## config.mk

```make
export PLATFORM = sky130hd
export DESIGN_NAME = hazard_scoreboard
export DESIGN_NICKNAME = d
export VERILOG_FILES = /design/src/rtl/hazard_pkg.sv /design/src/rtl/fwd_operand_mux.sv /design/src/rtl/hazard_scoreboard.sv
export SDC_FILE = /design/constraint.sdc
export NUM_CORES = 1
export LEC_CHECK = 0
export CORE_AREA = 2 2 125 127
export CTS_CLUSTER_DIAMETER = 50
export DETAILED_ROUTE_END_ITERATION = 10
export DIE_AREA = 0 0 127 129
export MAX_ROUTING_LAYER = met4
export PLACE_DENSITY_LB_ADDON = 0.1
export RECOVER_POWER = 100
export SKIP_CTS_REPAIR_TIMING = 1
export SLEW_MARGIN = 20
export SYNTH_ARGS = -nofsm -noshare
export SYNTH_HDL_FRONTEND = slang
export SYNTH_HIERARCHICAL = 1
export SYNTH_SLANG_ARGS = --single-unit
```

## constraint.sdc

```tcl
create_clock -name clk -period 4.25 [get_ports clk]
set_input_delay 0.425 -clock clk [delete_from_list [all_inputs] [get_ports clk]]
set_output_delay 0.425 -clock clk [all_outputs]
set_load 0.02 [all_outputs]
```

## src/rtl/hazard_pkg.sv

```systemverilog
// Shared constants and scoreboard entry type for the ID-stage hazard/forwarding unit.
// Latency: n/a (types and constants only).
// Backpressure: n/a.
// Contents: stage index constants, the PC register index, and the entry type
//           held per tracked post-decode stage.
package hazard_pkg;

   localparam int STG_EX  = 0;
   localparam int STG_MEM = 1;
   localparam int STG_WB  = 2;

   // The PC (R15) always reads from the register file and is never forwarded.
   localparam int PC_REG  = 15;

   // Destination field width in an entry. It must be at least RW. Narrower
   // indices are zero-extended, so unused upper bits are constant and trim away.
   localparam int SB_REG_W = 8;

   typedef struct packed {
      logic                vld;
      logic [SB_REG_W-1:0] dst;
      logic                load;
   } sb_entry_t;

endpackage

```

## src/rtl/fwd_operand_mux.sv

```systemverilog
// Priority match of one ID source against the scoreboard, with operand select.
// Latency: purely combinational.
// Backpressure: none; load_nrdy_o feeds the stall decision in the parent.
// Ports: used_i/src_i      source enable and register index
//        sb_i              scoreboard entries, index 0 = youngest (EX)
//        stage_data_i      forwarded value per stage; rf_data_i is the RF read port
//        sel_o/data_o      0 = RF, k = stage k-1, plus the selected operand
//        load_nrdy_o       the winning producer is a load whose data is not yet available
module fwd_operand_mux
   import hazard_pkg::*;
#(
   parameter int DW         = 32,
   parameter int RW         = 4,
   parameter int STAGES     = 3,
   parameter int LOAD_READY = 1,
   parameter int SELW       = $clog2(STAGES + 1)
) (
   input  logic                   used_i,
   input  logic [RW-1:0]          src_i,
   input  sb_entry_t [STAGES-1:0] sb_i,
   input  logic [STAGES*DW-1:0]   stage_data_i,
   input  logic [DW-1:0]          rf_data_i,
   output logic [SELW-1:0]        sel_o,
   output logic [DW-1:0]          data_o,
   output logic                   load_nrdy_o
);

   logic can_match;

   always_comb begin
      sel_o       = '0;
      data_o      = rf_data_i;
      load_nrdy_o = 1'b0;
      can_match   = used_i && (src_i != RW'(PC_REG));
      // Walk from oldest to youngest so that the youngest match is assigned
      // last and wins. An older load hidden behind it therefore never stalls.
      for (int k = STAGES - 1; k >= 0; k--) begin
         if (can_match && sb_i[k].vld && (sb_i[k].dst == SB_REG_W'(src_i))) begin
            sel_o       = SELW'(k + 1);
            data_o      = stage_data_i[k*DW +: DW];
            load_nrdy_o = sb_i[k].load && (k < LOAD_READY);
         end
      end
   end

endmodule

```

## src/rtl/hazard_scoreboard.sv

```systemverilog
// Hazard/forwarding unit: tracks in-flight register writes and picks operand sources in ID.
// Latency: selects, operands and stall are combinational; the scoreboard advances every clock.
// Backpressure: stall holds PC/IF_ID and bubble injects a NOP into ID_EX; a flush overrides stall.
// Ports: clk, R (async active-high reset); id_* describe the ID instruction;
//        rf_pa/pb/pd are RF read data; stage_data holds per-stage forwarded values;
//        op_a/b/d and fw_*_sel are the chosen operands and sources; stall and bubble are outputs.
// Option: HAZARD_STATS_EN adds the saturating counters stall_cnt and fwd_cnt.
module hazard_scoreboard
   import hazard_pkg::*;
#(
   parameter int  DW         = 32,
   parameter int  RW         = 4,
   parameter int  STAGES     = 3,
   parameter int  LOAD_READY = 1,
   localparam int SELW       = $clog2(STAGES + 1)
) (
   input  logic                 clk,
   input  logic                 R,
   input  logic                 id_valid,
   input  logic                 id_flush,
   input  logic [RW-1:0]        id_rn,
   input  logic [RW-1:0]        id_rm,
   input  logic [RW-1:0]        id_rd,
   input  logic                 id_rn_used,
   input  logic                 id_rm_used,
   input  logic                 id_rd_used,
   input  logic                 id_wr_en,
   input  logic [RW-1:0]        id_wr_reg,
   input  logic                 id_is_load,
   input  logic [DW-1:0]        rf_pa,
   input  logic [DW-1:0]        rf_pb,
   input  logic [DW-1:0]        rf_pd,
   input  logic [STAGES*DW-1:0] stage_data,
   output logic [DW-1:0]        op_a,
   output logic [DW-1:0]        op_b,
   output logic [DW-1:0]        op_d,
   output logic [SELW-1:0]      fw_rn_sel,
   output logic [SELW-1:0]      fw_rm_sel,
   output logic [SELW-1:0]      fw_rd_sel,
   output logic                 stall,
   output logic                 bubble
`ifdef HAZARD_STATS_EN
   ,
   output logic [31:0]          stall_cnt,
   output logic [31:0]          fwd_cnt
`endif
);

   sb_entry_t [STAGES-1:0] sb_q, sb_d;
   logic nrdy_a, nrdy_b, nrdy_d;

   fwd_operand_mux #(.DW(DW), .RW(RW), .STAGES(STAGES), .LOAD_READY(LOAD_READY), .SELW(SELW)) u_mux_rn (
      .used_i(id_rn_used), .src_i(id_rn), .sb_i(sb_q), .stage_data_i(stage_data),
      .rf_data_i(rf_pa), .sel_o(fw_rn_sel), .data_o(op_a), .load_nrdy_o(nrdy_a));

   fwd_operand_mux #(.DW(DW), .RW(RW), .STAGES(STAGES), .LOAD_READY(LOAD_READY), .SELW(SELW)) u_mux_rm (
      .used_i(id_rm_used), .src_i(id_rm), .sb_i(sb_q), .stage_data_i(stage_data),
      .rf_data_i(rf_pb), .sel_o(fw_rm_sel), .data_o(op_b), .load_nrdy_o(nrdy_b));

   fwd_operand_mux #(.DW(DW), .RW(RW), .STAGES(STAGES), .LOAD_READY(LOAD_READY), .SELW(SELW)) u_mux_rd (
      .used_i(id_rd_used), .src_i(id_rd), .sb_i(sb_q), .stage_data_i(stage_data),
      .rf_data_i(rf_pd), .sel_o(fw_rd_sel), .data_o(op_d), .load_nrdy_o(nrdy_d));

   // A flush overrides the stall, so a squashed instruction never holds the front end.
   assign stall  = id_valid & ~id_flush & (nrdy_a | nrdy_b | nrdy_d);
   assign bubble = stall;

   always_comb begin
      sb_d = '0;
      for (int k = STAGES - 1; k > 0; k--) begin
         sb_d[k] = sb_q[k-1];
      end
      // A stalled or flushed ID enters the pipe as a bubble.
      sb_d[STG_EX].vld  = id_valid & id_wr_en & ~stall & ~id_flush;
      sb_d[STG_EX].dst  = SB_REG_W'(id_wr_reg);
      sb_d[STG_EX].load = id_is_load;
   end

   always_ff @(posedge clk or posedge R) begin
      if (R) begin
         sb_q <= '0;
      end else begin
         sb_q <= sb_d;
      end
   end

`ifdef HAZARD_STATS_EN
   logic [31:0] stall_cnt_q, stall_cnt_d;
   logic [31:0] fwd_cnt_q, fwd_cnt_d;
   logic        any_fwd;

   assign any_fwd = (fw_rn_sel != '0) | (fw_rm_sel != '0) | (fw_rd_sel != '0);

   // Both counters stick at all-ones instead of wrapping.
   always_comb begin
      stall_cnt_d = stall_cnt_q;
      fwd_cnt_d   = fwd_cnt_q;
      if (stall && !(&stall_cnt_q)) stall_cnt_d = stall_cnt_q + 32'd1;
      if (any_fwd && !(&fwd_cnt_q)) fwd_cnt_d = fwd_cnt_q + 32'd1;
   end

   always_ff @(posedge clk or posedge R) begin
      if (R) begin
         stall_cnt_q <= '0;
         fwd_cnt_q   <= '0;
      end else begin
         stall_cnt_q <= stall_cnt_d;
         fwd_cnt_q   <= fwd_cnt_d;
      end
   end

   assign stall_cnt = stall_cnt_q;
   assign fwd_cnt   = fwd_cnt_q;
`endif

endmodule

```

==> results by group, run 1 <==
Status
  • Outcome: completed

Cells and area
  • Final instance area: 8792 sq um
  • Net total in the final layout: 1298
  • Final Util: 0.5871
  • P&R area growth vs syn: 56.16%
  • Final Non-Filler Cells: 1269
  • Layout cells sized above 1: 0.2065

Global route
  • Grt ovf: 0
  • First-pass GRT wire length: 40120 um
  • Largest net degree at the start of global routing: 46
  • Initial antenna violation count: 1
  • Vias in the first global route: 7143
  • Gr usage total: 0.3185

Setup path
  • CP peak stage delay: 710 ps
  • Reg2reg path depth: 6
  • CP required: 3830 ps
  • Worst path slowest cell: nand4_1
  • WP depth: 8
  • Crit-path max FO: 22
  • CP Capture Type: primary output
  • Crit path buf inv count: 3
  • Startpoint Class: primary input
  • Critical path class: in2out
  • Crit path arrival time: 3590 ps
  • Worst-path cell chain: clkdlybuf4s50_1 -> nand4_1 -> and2_2 -> nand4_1 -> buf_12 -> o21ai_1 -> o21ai_2 -> dlygate4sd3_1
  • Worst path top cell family by delay: buffers and inverters
  • Most frequent CP cell: nand4_1

Floorplan
  • Core ar.: 14980 sq um
  • I/O Pins: 321
  • Die H: 129 um
  • Die Wd: 127 um
  • Rows: 45
  • Initial Util: 0.3759
  • Die footprint: 16380 sq um

Timing
  • Clock skew: 3.758 ps
  • RSZ-0062 raised after global routing: false
  • Final period util: 0.9440
  • Slew Limit Fails: 0
  • Final Hold Viols: 0
  • Worst Tran Pin Value: 955.6 ps
  • Setup_tns: 0 ps
  • Final hold slack: 478.8 ps
  • Final min period: 4012 ps
  • Fmax achieved: 249.2 MHz
  • Worst slew margin: 0.3629
  • # setup viols final: 0

Synth
  • Mapped Cells: 781
  • Synth warn: 6
  • Syn avg cell area: 7.209 sq um
  • Mapped Area: 5630 sq um

Placement
  • Routability Congestion: 0.8947
  • Total placed instance area: 8737 sq um
  • PortBufs: 320
  • Placed cells: 1264
  • Final HPWL DP: 19500 um

Pwr
  • Pwr Density: 117.2 nW/um^2
  • Pint: 0.6581 mW
  • Leak pwr: 3.582 nW
  • Peak supply drop: 343.8 uV
  • P_sw: 0.3721 mW
  • Combinational Power Share: 0.638
  • Clk network pwr share: 0.195
  • Reg power frac: 0.167
  • Switching Share: 0.3612

Run
  • Max cap viols: 0

Route
  • Vias/cell: 5.680
  • Starting DRT DRC Count: 532
  • Antenna viol nets, final: 0
  • Via Count: 7208
  • Drc violations: 0
  • First-pass DRT Iterations: 5
  • Routed len/inst: 21.17 um
  • Final WL: 26870 um

Hold path
  • Hold Crit Class: reg2reg
  • Hold depth: 0

CTS
  • Clock Tree Buf Depth: 2
  • Clock Latency Late Sink: 250 ps
  • Root Driver: clkbuf_16
  • Clk sinks: 16
  • CTS tree: built
  • Clk slew on worst S/H paths: 50 ps
  • TritonCTS Buffers: 3
  • Depth of the CTS H-tree: 1
==> worst register-to-register path: stages (launching register included) <==
cell and delay [ps]:
dfrtp_1 460, xor2_1 200, nor4_4 320, and4_2 700, and2_1 230, nor3_2 50
and4b_1 160
==> through the flow <==
stage | setup WS, ps | total power, mW
2_1_floorplan | 1530 | 0.4499
3_3_place_gp | 531.3 | 0.8402
3_5_place_dp | 485.1 | 0.8409
4_1_cts | 472.9 | 1.047
5_1_grt | 138.9 | 1.081
6_report | 237.9 | 1.030
==> power by group through the flow <==
stage	combinational, mW	sequential (mW)	clock [mW]
after global routing	0.696	0.174	0.212
final	0.657	0.172	0.201
after CTS	0.670	0.172	0.204
after detailed placement	0.666	0.175	0
after global placement	0.665	0.175	0
after floorplan	0.279	0.171	0
==> registers in the layout, indices dropped and copies added, names as in the netlist <==
register	count
sb_q	5
sb_d	11
==> layout make-up <==
class | instances | area (sq um)
Fill cell | 1409 | 6185
Multi-Input combinational cell | 717 | 4648
Timing Repair Buffer | 342 | 3413
Sequential cell | 16 | 400.4
Tap cell | 188 | 235.2
Clock buffer | 4 | 88.84
Inverter | 1 | 3.754
Antenna cell | 1 | 2.502
==> per-layer routing <==
layer,track usage,up-vias,wire length [um]
met2,0.5307,393,12760
li1,-,3381,-
met4,0.1131,0,861
met5,-,-,0
met3,0.03659,68,2088
met1,0.4001,3366,11160
==> path summary, 6_finish.rpt <==
path / slack [ps] / end / from
setup / recovery: 240 / op_b[15] / id_rm[2]
hold / removal: 480 / sb_q[29] / sb_d[29]
setup reg to reg: 2020 / sb_d[19] / sb_d[12]
hold reg to reg: 480 / sb_q[29] / sb_d[29]
max in group asynchronous: 3170 / sb_q[24] / R
min in group asynchronous: 690 / sb_d[19] / R
==> placed cells by master, fill, tap and decap left out, drive strengths merged, types with 9 or more instances in the layout <==
master         count
xnor2             24
nor2              15
clkdlybuf4s50    246
nor4               9
o211a             96
dlygate4sd3       74
nand2            198
buf               20
dfrtp             16
xor2              12
nand4             18
conb              36
o21ai            288
Note: power is estimated with default switching activity, not from simulation.
==> run 2, diff against run 1 <==
CELL_PAD_IN_SITES_DETAIL_PLACEMENT = 0   (was not set)
CELL_PAD_IN_SITES_GLOBAL_PLACEMENT = 1   (was not set)
CORE_AREA = not set   (was 2 2 125 127)
CORE_MARGIN = 1.5   (was not set)
CORE_UTILIZATION = 29   (was not set)
DIE_AREA = not set   (was 0 0 127 129)
==> results by group, run 2 (synthesis gave the netlist of run 1 again) <==
Status
  • Outcome: completed

Setup path
  • CP required: 3830 ps
  • R2R Path End: sb_d[19]
  • Most frequent CP cell: dlygate4sd3_1
  • Worst-path cell chain: dlygate4sd3_1 -> nand4_1 -> and2_2 -> clkbuf_2 -> nand2_1 -> o211a_1 -> o21ai_1 -> dlygate4sd3_1
  • Reg2reg path depth: 6
  • CP Capture Type: primary output
  • Startpoint Class: primary input
  • Crit path arrival time: 3460 ps
  • Worst path slowest cell: dlygate4sd3_1
  • CP peak stage delay: 710 ps
  • Reg2reg start: sb_d[14]
  • Crit-path max FO: 18
  • Reg-to-reg slack, setup: 2190 ps
  • Critical path class: in2out

Cells and area
  • Commonest non-fill, non-tap cell in the layout: clkdlybuf4s50_1
  • Final Util: 0.4730
  • P&R area growth vs syn: 58.71%
  • Layout cells sized above 1: 0.2098
  • Net total in the final layout: 1300
  • Most frequent cells in the layout: clkdlybuf4s50_1, o21ai_0, nand2_1, o211a_1, dlygate4sd3_1
  • Max reg flops: 11

Placement
  • PortBufs: 320
  • Routability Congestion: 0.8377
  • Final HPWL DP: 20600 um
  • Pre-CTS setup slack: 627.1 ps

Floorplan
  • I/O Pins: 321
  • Die H: 142.3 um
  • Core ar.: 18890 sq um
  • Die Wd: 142.3 um
  • Rows: 50
  • Initial Util: 0.2980
  • Die footprint: 20260 sq um

Timing
  • Final min period: 3888 ps
  • Final hold slack: 445.1 ps
  • Worst Tran Pin Value: 705.0 ps
  • # setup viols final: 0
  • Final period util: 0.9148
  • Worst slew margin: 0.5300
  • Fmax achieved: 257.2 MHz
  • Final Hold Viols: 0
  • Setup ws final: 362.3 ps
  • RSZ-0062 raised after global routing: false
  • Setup_tns: 0 ps
  • Slew Limit Fails: 0
  • Clock skew: 2.027 ps

Route
  • Vias/cell: 5.258
  • Drc violations: 0
  • Starting DRT DRC Count: 293
  • Routed len/inst: 21.23 um
  • Final WL: 28580 um
  • Via Count: 7077
  • First-pass DRT Iterations: 5
  • Antenna viol nets, final: 0

Pwr
  • Pwr Density: 114.8 nW/um^2
  • Leak pwr: 3.647 nW
  • Design Power: 1.026 mW
  • Peak supply drop: 210.7 uV

Hold path
  • Hold Crit Class: reg2reg
  • HP Start: sb_d[29]
  • Hold depth: 0
  • Hold Path Sink: sb_q[29]

Global route
  • Met3 GRT Util: 0.04139
  • Initial antenna violation count: 4
  • Largest net degree at the start of global routing: 41
  • GRT Max-Usage Layer: met2
  • Gr usage total: 0.2775
  • Vias in the first global route: 6983
  • GR Layer Usage met2: 0.4873
  • First-pass GRT wire length: 42260 um
  • GRT met1 Usage: 0.3418
  • Grt ovf: 0

CTS
  • Clk slew on worst S/H paths: 50 ps
  • CTS tree: built
  • Depth of the CTS H-tree: 1
  • Clk sinks: 16
  • Clock Tree Buf Depth: 2
  • Root Driver: clkbuf_16
  • Clock Latency Late Sink: 240 ps
  • TritonCTS Buffers: 3

Run
  • Max cap viols: 0
[run 2: cell count changes in the layout (fill, tap and decap cells not counted), moves of 2 or more]
cell / before / now
clkdlybuf4s50_1: 246 / 227
diode_2: 1 / 4
dlygate4sd3_1: 74 / 93
and4_4: 1 / 3
[run 2: stage by stage]
stage | instances | cell area (sq um)
6_report | 1346 | 8936
5_1_grt | 1346 | 8936
4_1_cts | 1342 | 8944
3_5_place_dp | 1338 | 8855
3_3_place_gp | 1338 | 8855
2_1_floorplan | 816 | 5762
[run 2: layout make-up]
cell class	instances	area [sq um]
diodes	4	10.01
inverters	1	3.754
well taps	260	325.3
repair buffers	344	3441
clock buffers	4	88.84
multi-input cells	717	4667
flip-flops and latches	16	400.4
fillers	1962	9957
[run 2: power by group]
group          internal (mW)  switching [mW]  leakage, nW
clock network          0.143          0.0564       0.0442
registers              0.160          0.0117        0.192
logic                  0.353           0.301         3.41
[run 2: how the worst max path moves through the flow]
stage | from | to | slack, ps | cells after the start
final | id_rm[0] | op_b[0] | 360 | 8
after global placement | id_rm[1] | stall | 650 | 8
after detailed placement | id_rm[1] | bubble | 630 | 8
after CTS | id_rm[1] | bubble | 610 | 8
after floorplan | id_rn[3] | stall | 1530 | 8
after global routing | id_rd[3] | op_d[3] | 250 | 8
[run 2: critical path: cells and delay by family]
kind / cells / cell delay, ps
compound gates: 2 / 470
buf+inv: 3 / 1830
simple gates: 3 / 700
[run 2: routing by layer]
metal / share of wire / vias up
met4: 0.016 / 0
met5: 0 / -
li1: - / 3400
met3: 0.064 / 28
met2: 0.49 / 264
met1: 0.43 / 3385
